<file path="config.mk">
export PLATFORM = sky130hd
export DESIGN_NAME = multiply_issue_scheduler
export DESIGN_NICKNAME = d
export VERILOG_FILES = /design/src/rtl/multiply_issue_scheduler.sv
export SDC_FILE = /design/constraint.sdc
export NUM_CORES = 1
export LEC_CHECK = 0
export ABC_AREA = 0
export CORE_MARGIN = 2
export CORE_UTILIZATION = 56
export CTS_CLUSTER_SIZE = 20
export DETAILED_ROUTE_END_ITERATION = 10
export GPL_TIMING_DRIVEN = 1
export MAX_ROUTING_LAYER = met4
export PLACE_DENSITY_LB_ADDON = 0.12
export REMOVE_ABC_BUFFERS = 1
export SLEW_MARGIN = 20
export SYNTH_ARGS = -nofsm -noshare
export SYNTH_HDL_FRONTEND = slang
export SYNTH_HIERARCHICAL = 1
export SYNTH_SLANG_ARGS = --single-unit
export TNS_END_PERCENT = 1
</file>
<file path="constraint.sdc">
create_clock -name clock -period 12.2 [get_ports clock]
set_input_delay 3.05 -clock clock [delete_from_list [all_inputs] [get_ports clock]]
set_output_delay 3.05 -clock clock [all_outputs]
set_load 0.05 [all_outputs]
</file>
<file path="src/rtl/multiply_issue_scheduler.sv">
// Round-robin, credit-gated issue of two requesters into one shared multiply pipeline,
// with in-flight tracking and per-requester response FIFOs. Optional perf counters: MULT_SCHED_PERF_EN.

module multiply_issue_resp_fifo #(
  parameter int DEPTH = 4,
  parameter int DW    = 41
) (
  input  logic                   clock,
  input  logic                   reset_n,
  input  logic                   push,
  input  logic [DW-1:0]          push_data,
  input  logic                   pop,
  output logic                   empty,
  output logic                   full,
  output logic [$clog2(DEPTH):0] occupancy,
  output logic [DW-1:0]          head
);
  localparam int PW = $clog2(DEPTH);

  logic [DW-1:0] mem_r [DEPTH];
  logic [PW:0]   wr_ptr_r;
  logic [PW:0]   rd_ptr_r;
  logic          wr_en_s;
  logic          rd_en_s;

  assign empty     = (wr_ptr_r == rd_ptr_r);
  assign full      = (wr_ptr_r[PW] != rd_ptr_r[PW]) && (wr_ptr_r[PW-1:0] == rd_ptr_r[PW-1:0]);
  assign occupancy = wr_ptr_r - rd_ptr_r;
  assign head      = mem_r[rd_ptr_r[PW-1:0]];
  assign rd_en_s   = pop & ~empty;
  // a full FIFO still takes a push when its head leaves in the same cycle
  assign wr_en_s   = push & (~full | rd_en_s);

  // read/write pointers with wrap bit
  always_ff @(posedge clock or negedge reset_n) begin
    if (!reset_n) begin
      wr_ptr_r <= {(PW+1){1'b0}};
      rd_ptr_r <= {(PW+1){1'b0}};
    end else begin
      if (wr_en_s) wr_ptr_r <= wr_ptr_r + {{PW{1'b0}}, 1'b1};
      if (rd_en_s) rd_ptr_r <= rd_ptr_r + {{PW{1'b0}}, 1'b1};
    end
  end

  // storage array
  always_ff @(posedge clock) begin
    if (wr_en_s) mem_r[wr_ptr_r[PW-1:0]] <= push_data;
  end
endmodule

module multiply_issue_scheduler #(
  parameter int LAT        = 3,
  parameter int FIFO_DEPTH = 4
) (
  input  logic        clock,
  input  logic        reset_n,
  input  logic        req0_valid,
  output logic        req0_ready,
  input  logic [31:0] req0_a,
  input  logic [31:0] req0_b,
  input  logic [7:0]  req0_tag,
  input  logic        req1_valid,
  output logic        req1_ready,
  input  logic [31:0] req1_a,
  input  logic [31:0] req1_b,
  input  logic [7:0]  req1_tag,
  output logic        mul_idle,
  output logic [31:0] mul_a,
  output logic [31:0] mul_b,
  output logic [7:0]  mul_tag,
  input  logic        res_idle,
  input  logic [32:0] res_z,
  input  logic [7:0]  res_tag,
  output logic        rsp0_valid,
  input  logic        rsp0_ready,
  output logic [32:0] rsp0_z,
  output logic [7:0]  rsp0_tag,
  output logic        rsp1_valid,
  input  logic        rsp1_ready,
  output logic [32:0] rsp1_z,
  output logic [7:0]  rsp1_tag,
  output logic        err
`ifdef MULT_SCHED_PERF_EN
  ,
  output logic [31:0] perf_issue,
  output logic [15:0] perf_stall0,
  output logic [15:0] perf_stall1
`endif
);
  localparam int CW  = $clog2(FIFO_DEPTH) + 1;
  localparam int DRW = $clog2(LAT + 1);

  logic               mul_idle_r;
  logic [31:0]        mul_a_r;
  logic [31:0]        mul_b_r;
  logic [7:0]         mul_tag_r;
  logic               mul_id_r;
  logic               rr_last_r;
  logic               err_r;
  logic [DRW-1:0]     drain_cnt_r;
  logic [LAT-1:0]     rec_valid_r;
  logic [LAT-1:0]     rec_id_r;
  logic [7:0]         rec_tag_r [LAT];

  logic               drain_done_s;
  logic [1:0]         valid_s;
  logic [1:0]         elig_s;
  logic [1:0]         grant_s;
  logic [1:0][CW-1:0] infl_s;
  logic [1:0][CW-1:0] occ_s;
  logic [1:0][CW-1:0] cnt_s;
  logic [1:0]         push_s;
  logic [1:0]         pop_s;
  logic [1:0]         full_s;
  logic [1:0]         empty_s;
  logic [1:0]         ovf_s;
  logic               mis_s;
  logic [40:0]        head0_s;
  logic [40:0]        head1_s;

  assign drain_done_s = (drain_cnt_r == {DRW{1'b0}});
  assign valid_s      = {req1_valid, req0_valid};
  assign pop_s        = {rsp1_valid & rsp1_ready, rsp0_valid & rsp0_ready};
  assign ovf_s        = push_s & full_s & ~pop_s;

  // stale pipeline results are ignored for LAT cycles after reset release
  always_ff @(posedge clock or negedge reset_n) begin
    if (!reset_n) begin
      drain_cnt_r <= DRW'(LAT);
    end else if (!drain_done_s) begin
      drain_cnt_r <= drain_cnt_r - {{(DRW-1){1'b0}}, 1'b1};
    end
  end

  // credits: FIFO occupancy plus ops in the issue register and the in-flight record
  always_comb begin
    infl_s = '0;
    cnt_s  = '0;
    elig_s = 2'b00;
    for (int n = 0; n < 2; n++) begin
      infl_s[n] = CW'(!mul_idle_r && (mul_id_r == 1'(n)));
      for (int k = 0; k < LAT; k++) begin
        infl_s[n] = infl_s[n] + CW'(rec_valid_r[k] && (rec_id_r[k] == 1'(n)));
      end
      cnt_s[n]  = occ_s[n] + infl_s[n];
      elig_s[n] = valid_s[n] & (cnt_s[n] < CW'(FIFO_DEPTH)) & drain_done_s;
    end
  end

  // round-robin arbitration; rr_last_r names the requester granted most recently
  always_comb begin
    grant_s = 2'b00;
    case (elig_s)
      2'b01:   grant_s = 2'b01;
      2'b10:   grant_s = 2'b10;
      2'b11:   grant_s = rr_last_r ? 2'b01 : 2'b10;
      default: grant_s = 2'b00;
    endcase
  end

  assign req0_ready = grant_s[0];
  assign req1_ready = grant_s[1];

  // issue register feeding the pipeline
  always_ff @(posedge clock or negedge reset_n) begin
    if (!reset_n) begin
      mul_idle_r <= 1'b1;
      mul_a_r    <= 32'h0000_0000;
      mul_b_r    <= 32'h0000_0000;
      mul_tag_r  <= 8'h00;
      mul_id_r   <= 1'b0;
      rr_last_r  <= 1'b1;
    end else if (grant_s[0]) begin
      mul_idle_r <= 1'b0;
      mul_a_r    <= req0_a;
      mul_b_r    <= req0_b;
      mul_tag_r  <= req0_tag;
      mul_id_r   <= 1'b0;
      rr_last_r  <= 1'b0;
    end else if (grant_s[1]) begin
      mul_idle_r <= 1'b0;
      mul_a_r    <= req1_a;
      mul_b_r    <= req1_b;
      mul_tag_r  <= req1_tag;
      mul_id_r   <= 1'b1;
      rr_last_r  <= 1'b1;
    end else begin
      mul_idle_r <= 1'b1;
    end
  end

  assign mul_idle = mul_idle_r;
  assign mul_a    = mul_a_r;
  assign mul_b    = mul_b_r;
  assign mul_tag  = mul_tag_r;

  // in-flight record; its tail lines up with the result leaving the pipeline
  always_ff @(posedge clock or negedge reset_n) begin
    if (!reset_n) begin
      rec_valid_r <= {LAT{1'b0}};
      rec_id_r    <= {LAT{1'b0}};
      for (int k = 0; k < LAT; k++) rec_tag_r[k] <= 8'h00;
    end else begin
      rec_valid_r[0] <= ~mul_idle_r;
      rec_id_r[0]    <= mul_id_r;
      rec_tag_r[0]   <= mul_tag_r;
      for (int k = 1; k < LAT; k++) begin
        rec_valid_r[k] <= rec_valid_r[k-1];
        rec_id_r[k]    <= rec_id_r[k-1];
        rec_tag_r[k]   <= rec_tag_r[k-1];
      end
    end
  end

  // result routing and consistency check
  always_comb begin
    push_s = 2'b00;
    mis_s  = 1'b0;
    if (drain_done_s) begin
      if (rec_valid_r[LAT-1]) begin
        push_s[rec_id_r[LAT-1]] = 1'b1;
        mis_s = res_idle | (res_tag != rec_tag_r[LAT-1]);
      end else begin
        mis_s = ~res_idle;
      end
    end else begin
      push_s = 2'b00;
    end
  end

  // sticky error flag
  always_ff @(posedge clock or negedge reset_n) begin
    if (!reset_n) begin
      err_r <= 1'b0;
    end else if (mis_s || (|ovf_s)) begin
      err_r <= 1'b1;
    end
  end

  assign err = err_r;

  multiply_issue_resp_fifo #(.DEPTH(FIFO_DEPTH), .DW(41)) u_fifo0 (
    .clock     (clock),
    .reset_n   (reset_n),
    .push      (push_s[0]),
    .push_data ({res_z, res_tag}),
    .pop       (pop_s[0]),
    .empty     (empty_s[0]),
    .full      (full_s[0]),
    .occupancy (occ_s[0]),
    .head      (head0_s)
  );

  multiply_issue_resp_fifo #(.DEPTH(FIFO_DEPTH), .DW(41)) u_fifo1 (
    .clock     (clock),
    .reset_n   (reset_n),
    .push      (push_s[1]),
    .push_data ({res_z, res_tag}),
    .pop       (pop_s[1]),
    .empty     (empty_s[1]),
    .full      (full_s[1]),
    .occupancy (occ_s[1]),
    .head      (head1_s)
  );

  assign rsp0_valid = ~empty_s[0];
  assign rsp0_z     = head0_s[40:8];
  assign rsp0_tag   = head0_s[7:0];
  assign rsp1_valid = ~empty_s[1];
  assign rsp1_z     = head1_s[40:8];
  assign rsp1_tag   = head1_s[7:0];

`ifdef MULT_SCHED_PERF_EN
  logic [31:0] perf_issue_r;
  logic [15:0] perf_stall0_r;
  logic [15:0] perf_stall1_r;

  // saturating event counters
  always_ff @(posedge clock or negedge reset_n) begin
    if (!reset_n) begin
      perf_issue_r  <= 32'h0000_0000;
      perf_stall0_r <= 16'h0000;
      perf_stall1_r <= 16'h0000;
    end else begin
      if ((|grant_s) && (perf_issue_r != {32{1'b1}})) perf_issue_r <= perf_issue_r + 32'd1;
      if (req0_valid && !req0_ready && (perf_stall0_r != {16{1'b1}})) perf_stall0_r <= perf_stall0_r + 16'd1;
      if (req1_valid && !req1_ready && (perf_stall1_r != {16{1'b1}})) perf_stall1_r <= perf_stall1_r + 16'd1;
    end
  end

  assign perf_issue  = perf_issue_r;
  assign perf_stall0 = perf_stall0_r;
  assign perf_stall1 = perf_stall1_r;
`endif
endmodule

</file>
# Yosys cells after proc, flatten, opt, wreduce, memory -nomap -nowiden
# Memories as Yosys holds them, arrays and structs flattened.
# Cells that the tools add are included.
[totals]
regBits = 120
ram_bits = 328
in_bits = 192
out_inout_bits = 160
mem_count = 2
[op_classes]
n_addsub = 15
n_lt_le_gt_ge = 4
eq_ne = 10
n_mux = 22
n_bitwise = 26
reduce_logical = 16
[memory_table]
columns = ["memory", "words", "width", "rd", "rd_clocked_by_memory_dff", "wr", "line", "rtl"]
rows = [
  ["u_fifo0.mem_r", 4, 41, 1, 0, 1, "20", "logic [DW-1:0] mem_r [DEPTH];"],
  ["u_fifo1.mem_r", 4, 41, 1, 0, 1, "20", ""],
]
[ops]
columns = ["operator", "n"]
rows = [
  ["$mux 32", 4],
  ["$mux 8", 2],
  ["$add 3x1->3 const B", 4],
  ["$logic_and 1x1->1", 11],
  ["$mux 1", 11],
  ["$and 1x1->1", 10],
  ["$not 1->1", 10],
  ["$ne 8x8->1", 1],
  ["$add 2x1->3", 2],
  ["$add 3x1->3", 2],
  ["$add 3x3->3", 2],
  ["$eq 3x3->1", 2],
  ["$lt 3x3->1 const B", 2],
  ["$mux 2", 3],
  ["$pmux 2 s3", 1],
  ["$sub 3x3->3", 2],
  ["$add 1x1->2", 2],
  ["$and 2x2->2", 2],
  ["$eq 2x2->1", 2],
  ["$eq 2x2->1 const B", 2],
  ["$or 1x1->1", 3],
  ["$eq 2x1->1 const B", 1],
  ["$logic_not 2->1", 1],
  ["$lt 1x2->1 const B", 1],
  ["9 further kinds", 10],
]

# Depth between registers and ports, before layout
# Gate-level depths: netlist of the first run.
[depth]
depth_word = 13
depth_mapped = 14
mapped_depth_nobuf = 12

# Cells and area by module
# The synthesis of the first run kept the hierarchy.
[by_module_without_submodules]
columns = ["module", "instances", "cells_each", "area_per_inst_um2"]
rows = [
  ["multiply_issue_resp_fifo (u_fifo0)", 1, 261, 6367.4],
  ["multiply_issue_resp_fifo (u_fifo1)", 1, 261, 6364.9],
  ["multiply_issue_scheduler", 1, 488, 4973.5],
]

# Least setup slack after synthesis of the first run
# OpenSTA, ideal clock, no wires.
[synth_path]
kind = "input-to-output"
start = "in req0_valid"
end = "out req1_ready"
arrival_time_ns = 4.072
setup_slack_ns = 5.078
path_stages = 3
path_cell_list = "and2_0 -> a311oi_4 -> buf_6"
[synth_between]
elab_chain_len = 4
word_cells_on_any_way = 6
[synth_lines]
columns = ["item", "line", "rtl"]
rows = [
  ["start: declaration", "57", "input logic req0_valid,"],
  ["$and 1x1->1 * (2 in series)", "146", "elig_s[n] = valid_s[n] & (cnt_s[n] < CW'(FIFO_DEPTH)) & drain_done_s;"],
  ["$eq 2x2->1 / $eq 2x1->1 (equally long branches)", "153", "case (elig_s)"],
  ["$pmux 2 s3 *", "153", ""],
  ["end: declaration", "63", "output logic req1_ready,"],
]
# Mark *: on every way between the ends. The rest lies on a longest branch, timed or not.

# Worst setup path in the final report of the first run
# Same ends and word-level chain as after synthesis.

==> results.tsv, run 1 <==
stage	metric	value	unit
sta	Hold Vio Cnt, Final	0	
cts	H-tree levels	2	
drt	Via Count	10084	
cts	post-CTS sizing	0	
synth	mapped cell area	0.0177	mm²
worst_setup_path	Crit. Startpoint	req0_valid	
synth	number of synthesized register bits	448	
worst_setup_path	Critical Path Fanout Max	73	
synth	Post-synth EDFFs	328	
worst_setup_path	Critical R2R Launch	u_fifo0/rd_ptr_r[0]$_DFFE_PN0P_	
worst_setup_path	WP data arrival	5.69	ns
placement	final estimated routing congestion in global placement	0.866	
drt	drt first pass iters	9	
sta	Final Skew	0.0150	ns
sta	Setup Viol. Count Final	0	
synth	ys async rst share	0.268	
cells_and_area	layout cell share with drive strength beyond 1	0.131	
cells_and_area	Layout area overhead	29.5	%
floorplan	Initial Util	0.565	
worst_setup_path	WP data required	9.15	ns
synth	Synth area leader	edfxtp_1	
placement	Port Buf Inserts	351	
sta	Least-Margin Pin Slew	0.984	ns
drt	Final ANT Viol Nets	0	
cts	CTS Root Cell	clkbuf_16	
cts	Clock transition at path regs	0.06	ns
worst_setup_path	CP Launch Type	input port	
worst_setup_path	Critical Path Sink	req1_ready	
floorplan	Die Wd	182	µm
global_route	first-pass GRT wire length	61700	µm
run	Max-cap violations	0	
drt	routed len/inst	22.6	µm
drt	residual DRC count	0	
cells_and_area	Multi-input gate area	0.00368	mm²
worst_setup_path	critical path type	input port to primary output	
cells_and_area	Nets	1591	
synth	largest cells by area after synthesis	edfxtp_1 (56%), dfrtp_1 (16%), mux4_2 (10%)	
cts	Skew-Pair Late Insertion Delay	0.53	ns
synth	Synth cell types	45	
sta	Fmax achieved	114	MHz
cts	CTS max path bufs	3	
global_route	largest net degree at the start of global routing	81	
cells_and_area	fillers	1945	
global_route	vias in the first global route	10849	
synth	sequential fraction of the synthesis area	0.726	
synth	yosys warns	6	
sta	fin. max-slew vios	0	
floorplan	Core Footprint	0.0313	mm²
sta	setup repair after global routing missed its margin	false	
sta	worst relative slew slack	0.344	
cts	CTS sink cnt	448	
worst_setup_path	R2R Setup Slk	7.69	ns
cts	total clock buffers created by CTS	43	
synth	most frequent cell after synthesis	edfxtp_1	
worst_setup_path	r2r worst-path depth	11	
cells_and_area	sequential cell area	0.0129	mm²
drt	Vias/cell	5.54	
sta	Post-Route Setup TNS	0	ns
sta	fin crit share	0.716	
synth	Syn Area/Cell	17.5	µm²
placement	HPWL after detailed placement	25900	µm
worst_setup_path	FF-to-FF End	mul_b[16]$_DFFE_PN0P_	
global_route	total global-route track usage	0.259	
synth	share of the synthesized area in the top cell type	0.556	
synth	cells after synthesis	1010	
synth	Primary FF master, synth	edfxtp_1	
hold_path	hold path start	rec_tag_r[12]$_DFF_PN0_	
drt	routed wire length	41100	µm
hold_path	Hold Path Class	flip-flop to flip-flop	
drt	drt first-iter violations	982	
outcome	status	finished clean	
cts	# hold bufs at CTS	0	
floorplan	die area	0.0331	mm²
floorplan	die height	182	µm
floorplan	Row Count	65	
floorplan	Ports	352	
synth	Synth top cells by count	edfxtp_1 (328), inv_1 (241), dfrtp_1 (116)	
global_route	initial antenna violation count	10	
worst_setup_path	CP endpoint kind	primary output	
global_route	global route overflow	0	
cts	CTS tree	built	
sta	Final Critical Period	8.74	ns
cts	postcts setup bufs	0	
## worst min-delay path by stage
stage          slack, ns  cells past startpoint                 endpoint
4_1_cts             0.35                      0   rec_tag_r[0]$_DFF_PN0_
6_report            0.35                      0   rec_tag_r[4]$_DFF_PN0_
3_5_place_dp        0.33                      0   rec_tag_r[8]$_DFF_PN0_
3_3_place_gp        0.33                      0   rec_tag_r[1]$_DFF_PN0_
5_1_grt             0.35                      0  rec_tag_r[15]$_DFF_PN0_
2_1_floorplan       0.33                      0   rec_tag_r[0]$_DFF_PN0_
## critical path, stage by stage
cell and delay (ns):
clkdlybuf4s50_1 0.40, and2_0 0.26, a311oi_4 0.30, buf_4 0.67, clkdlybuf4s50_1 0.94
## metal layers
layer / wire length, µm / GRT usage / vias to the layer above
met4: 1580 / 0.113 / 0
met3: 2870 / 0.0630 / 82
met2: 21500 / 0.431 / 385
li1: - / - / 4489
met5: 0 / - / -
met1: 15200 / 0.302 / 5128
## final cells by class
type,instances,share of cell area
clock inverter,19,0.00595
clock buffer,57,0.0525
sequential,448,0.561
multi-input combinational,278,0.161
inverter,241,0.0394
antenna,10,0.00109
timing repair buffer,364,0.157
tap,402,0.0219
## metrics by stage
step,hold slack (ns),area [µm²],util,std cells,setup slack [ns]
after floorplan,0.331,17400,-,967,3.51
after global placement,0.332,21600,0.689,1733,3.51
after detailed placement,0.335,21600,0.689,1733,3.49
after CTS,0.349,22900,0.732,1809,3.50
after global routing,0.354,22900,0.733,1819,3.23
final,0.348,22900,0.733,1819,3.46
## layout by cell type (no fill, tap or decap), types with 13 or more instances in the layout
cell               n
xnor2_1           13
edfxtp_1         328
nand2_1           14
clkdlybuf4s50_1  350
dfrtp_1          112
a222oi_1          72
clkbuf_16         45
mux4_2            82
inv_1            241
buf_4             13
ha_1              19
## kinds of logic after synthesis
family / share of synthesized area
flip-flops: 0.726
buffers and inverters: 0.0681
AO/OA/AOI/OAI: 0.0512
multiplexers: 0.110
AND/OR/NAND/NOR: 0.0161
adder cells (fa/ha/maj): 0.0179
XOR/XNOR: 0.0102
## flip-flops by register name, indices dropped and copies added (netlist names), 3 cells and up
name              cells
u_fifo1/mem_r       164
u_fifo1/rd_ptr_r      3
u_fifo0/mem_r       164
u_fifo0/wr_ptr_r      3
mul_tag               8
u_fifo1/wr_ptr_r      3
mul_a                32
u_fifo0/rd_ptr_r      3
rec_id_r              3
mul_b                32
rec_tag_r            24
rec_valid_r           3
Power of run 1 is left out: the tool's default activity adds up to more than one toggle a clock period on the data nets, which glitch-free logic cannot reach.
==> inputs of run 2 (changes only) <==
Settings changed: CORE_UTILIZATION 56 to 52.
Clock period 12.2 ns to 8.6 ns, I/O delays scaled along.
==> results.tsv, run 2 (synthesis gave the netlist of run 1 again) <==
stage	metric	value	unit	change
sta	fin crit share	0.814		
cells_and_area	Finished Cell Area	0.0231	mm²	+0.61%
worst_setup_path	Critical Path Fanout Max	74		+1.4%
floorplan	die area	0.0355	mm²	+7.5%
floorplan	Core Footprint	0.0335	mm²	+7.1%
placement	dpl cells	1781		+2.8%
cts	total clock buffers created by CTS	45		+4.7%
hold_path	Hold Path Class	flip-flop to flip-flop		
placement	final estimated routing congestion in global placement	0.834		-3.8%
run	Max-cap violations	0		unchanged
cts	CTS Root Cell	clkbuf_16		
sta	Final Critical Period	7.00	ns	
worst_setup_path	WP data arrival	4.85	ns	-0.84 ns
cts	CTS max path bufs	3		unchanged
cts	H-tree levels	2		unchanged
drt	Vias/cell	5.42		-2.2%
global_route	met2 Resource Use GR	0.396		-0.0352
global_route	first-pass GRT wire length	61600	µm	-0.19%
sta	Least-Margin Pin Slew	0.966	ns	-0.0184 ns
global_route	global route overflow	0		unchanged
drt	drt first-iter violations	886		-9.8%
cts	CTS sink cnt	448		unchanged
sta	Hold Vio Cnt, Final	0		unchanged
drt	Final ANT Viol Nets	0		unchanged
cells_and_area	Layout Cells excl Fill	1871		+2.9%
cells_and_area	commonest non-fill, non-tap cell in the layout	clkdlybuf4s50_1		
sta	setup repair after global routing missed its margin	false		
sta	Final Skew	0.0265	ns	+0.0115 ns
sta	Post-Route Setup TNS	0	ns	unchanged
worst_setup_path	CP endpoint kind	primary output		
floorplan	Die Wd	189	µm	+3.7%
global_route	Top Usage Layer GRT	met2		
cts	# hold bufs at CTS	0		unchanged
floorplan	die height	189	µm	+3.7%
worst_setup_path	WP data required	6.45	ns	-2.70 ns
worst_setup_path	CP Launch Type	flip-flop		
drt	routed wire length	40800	µm	-0.87%
drt	drt first pass iters	9		unchanged
worst_setup_path	Critical R2R Launch	u_fifo1/wr_ptr_r[0]$_DFFE_PN0P_		
cts	postcts setup bufs	0		unchanged
global_route	vias in the first global route	10708		-1.3%
worst_setup_path	critical path type	flip-flop to primary output		
worst_setup_path	Crit. Startpoint	u_fifo0/wr_ptr_r[0]$_DFFE_PN0P_		
placement	Port Buf Inserts	351		unchanged
floorplan	Initial Util	0.528		-0.0375
global_route	largest net degree at the start of global routing	75		-7.4%
cells_and_area	Layout area overhead	30.3	%	
placement	Cell Area, Placed	0.0216	mm²	+0.34%
global_route	met3 Resource Use GR	0.0490		-0.0140
drt	routed len/inst	21.8	µm	-3.6%
cells_and_area	commonest cells after routing, fill and taps aside	clkdlybuf4s50_1 (350), edfxtp_1 (328), inv_1 (241)		
cells_and_area	Nets	1595		+0.25%
global_route	total global-route track usage	0.237		-0.0216
floorplan	Row Count	67		+3.1%
placement	HPWL after detailed placement	25700	µm	-0.72%
cells_and_area	layout cell share with drive strength beyond 1	0.132		+0.00147
sta	Fmax achieved	143	MHz	
sta	fin. max-slew vios	0		unchanged
cts	CTS tree	built		
global_route	GR met1 Demand/Resource	0.289		-0.0128
hold_path	hold path start	rec_tag_r[20]$_DFF_PN0_		
drt	residual DRC count	0		unchanged
cts	Clock transition at path regs	0.06	ns	about the same
sta	Setup Viol. Count Final	0		unchanged
sta	worst relative slew slack	0.356		+0.0123
cts	Skew-Pair Late Insertion Delay	0.54	ns	about the same
drt	Via Count	10147		+0.62%
global_route	initial antenna violation count	8		-2
outcome	status	finished clean		
floorplan	Ports	352		unchanged
cts	post-CTS sizing	0		unchanged
-- run 2: final cells by class --
type	count	area, µm²
clock buffer	61	1210
tap	448	561
antenna	9	22.5
sequential	448	12900
inverter	241	905
multi-input combinational	278	3680
clock inverter	20	208
timing repair buffer	366	3620
fill	2307	10500
-- run 2: routing by layer --
layer | vias up | share of wire
li1 | 4493 | -
met1 | 5191 | 0.38
met2 | 392 | 0.52
met3 | 71 | 0.069
met4 | 0 | 0.031
met5 | - | 0
-- run 2: critical path, stage by stage, from the launching register on --
cell	delay (ns)
dfrtp_1	0.42
inv_1	0.11
ha_1	0.35
inv_1	0.07
inv_1	0.05
fa_1	0.52
inv_1	0.04
ha_1	0.26
nand4b_1	0.09
nand2_1	0.07
xnor2_1	0.51
and3_4	0.87
clkdlybuf4s50_1	0.95
-- run 2: worst paths after layout --
kind,endpoint,slack [ns],cells after the start
max in group asynchronous,u_fifo0/rd_ptr_r[0]$_DFFE_PN0P_,5.47,2
worst max register to register,mul_tag[7]$_DFFE_PN0P_,4.60,13
worst min register to register,rec_tag_r[12]$_DFF_PN0_,0.34,0
worst min-delay path,rec_tag_r[12]$_DFF_PN0_,0.34,0
min in group asynchronous,mul_b[7]$_DFFE_PN0P_,1.65,1
worst max-delay path,req0_ready,1.60,12
-- run 2: per-stage QoR --
step           hold WS [ns]  setup WS (ns)  utilization
5_1_grt               0.344           1.34        0.688
6_report              0.339           1.60        0.688
3_3_place_gp          0.332           1.70        0.645
4_1_cts               0.341           1.56        0.688
3_5_place_dp          0.336           1.71        0.645
2_1_floorplan         0.331          0.814            -
Power of run 2 is left out for the same reason.
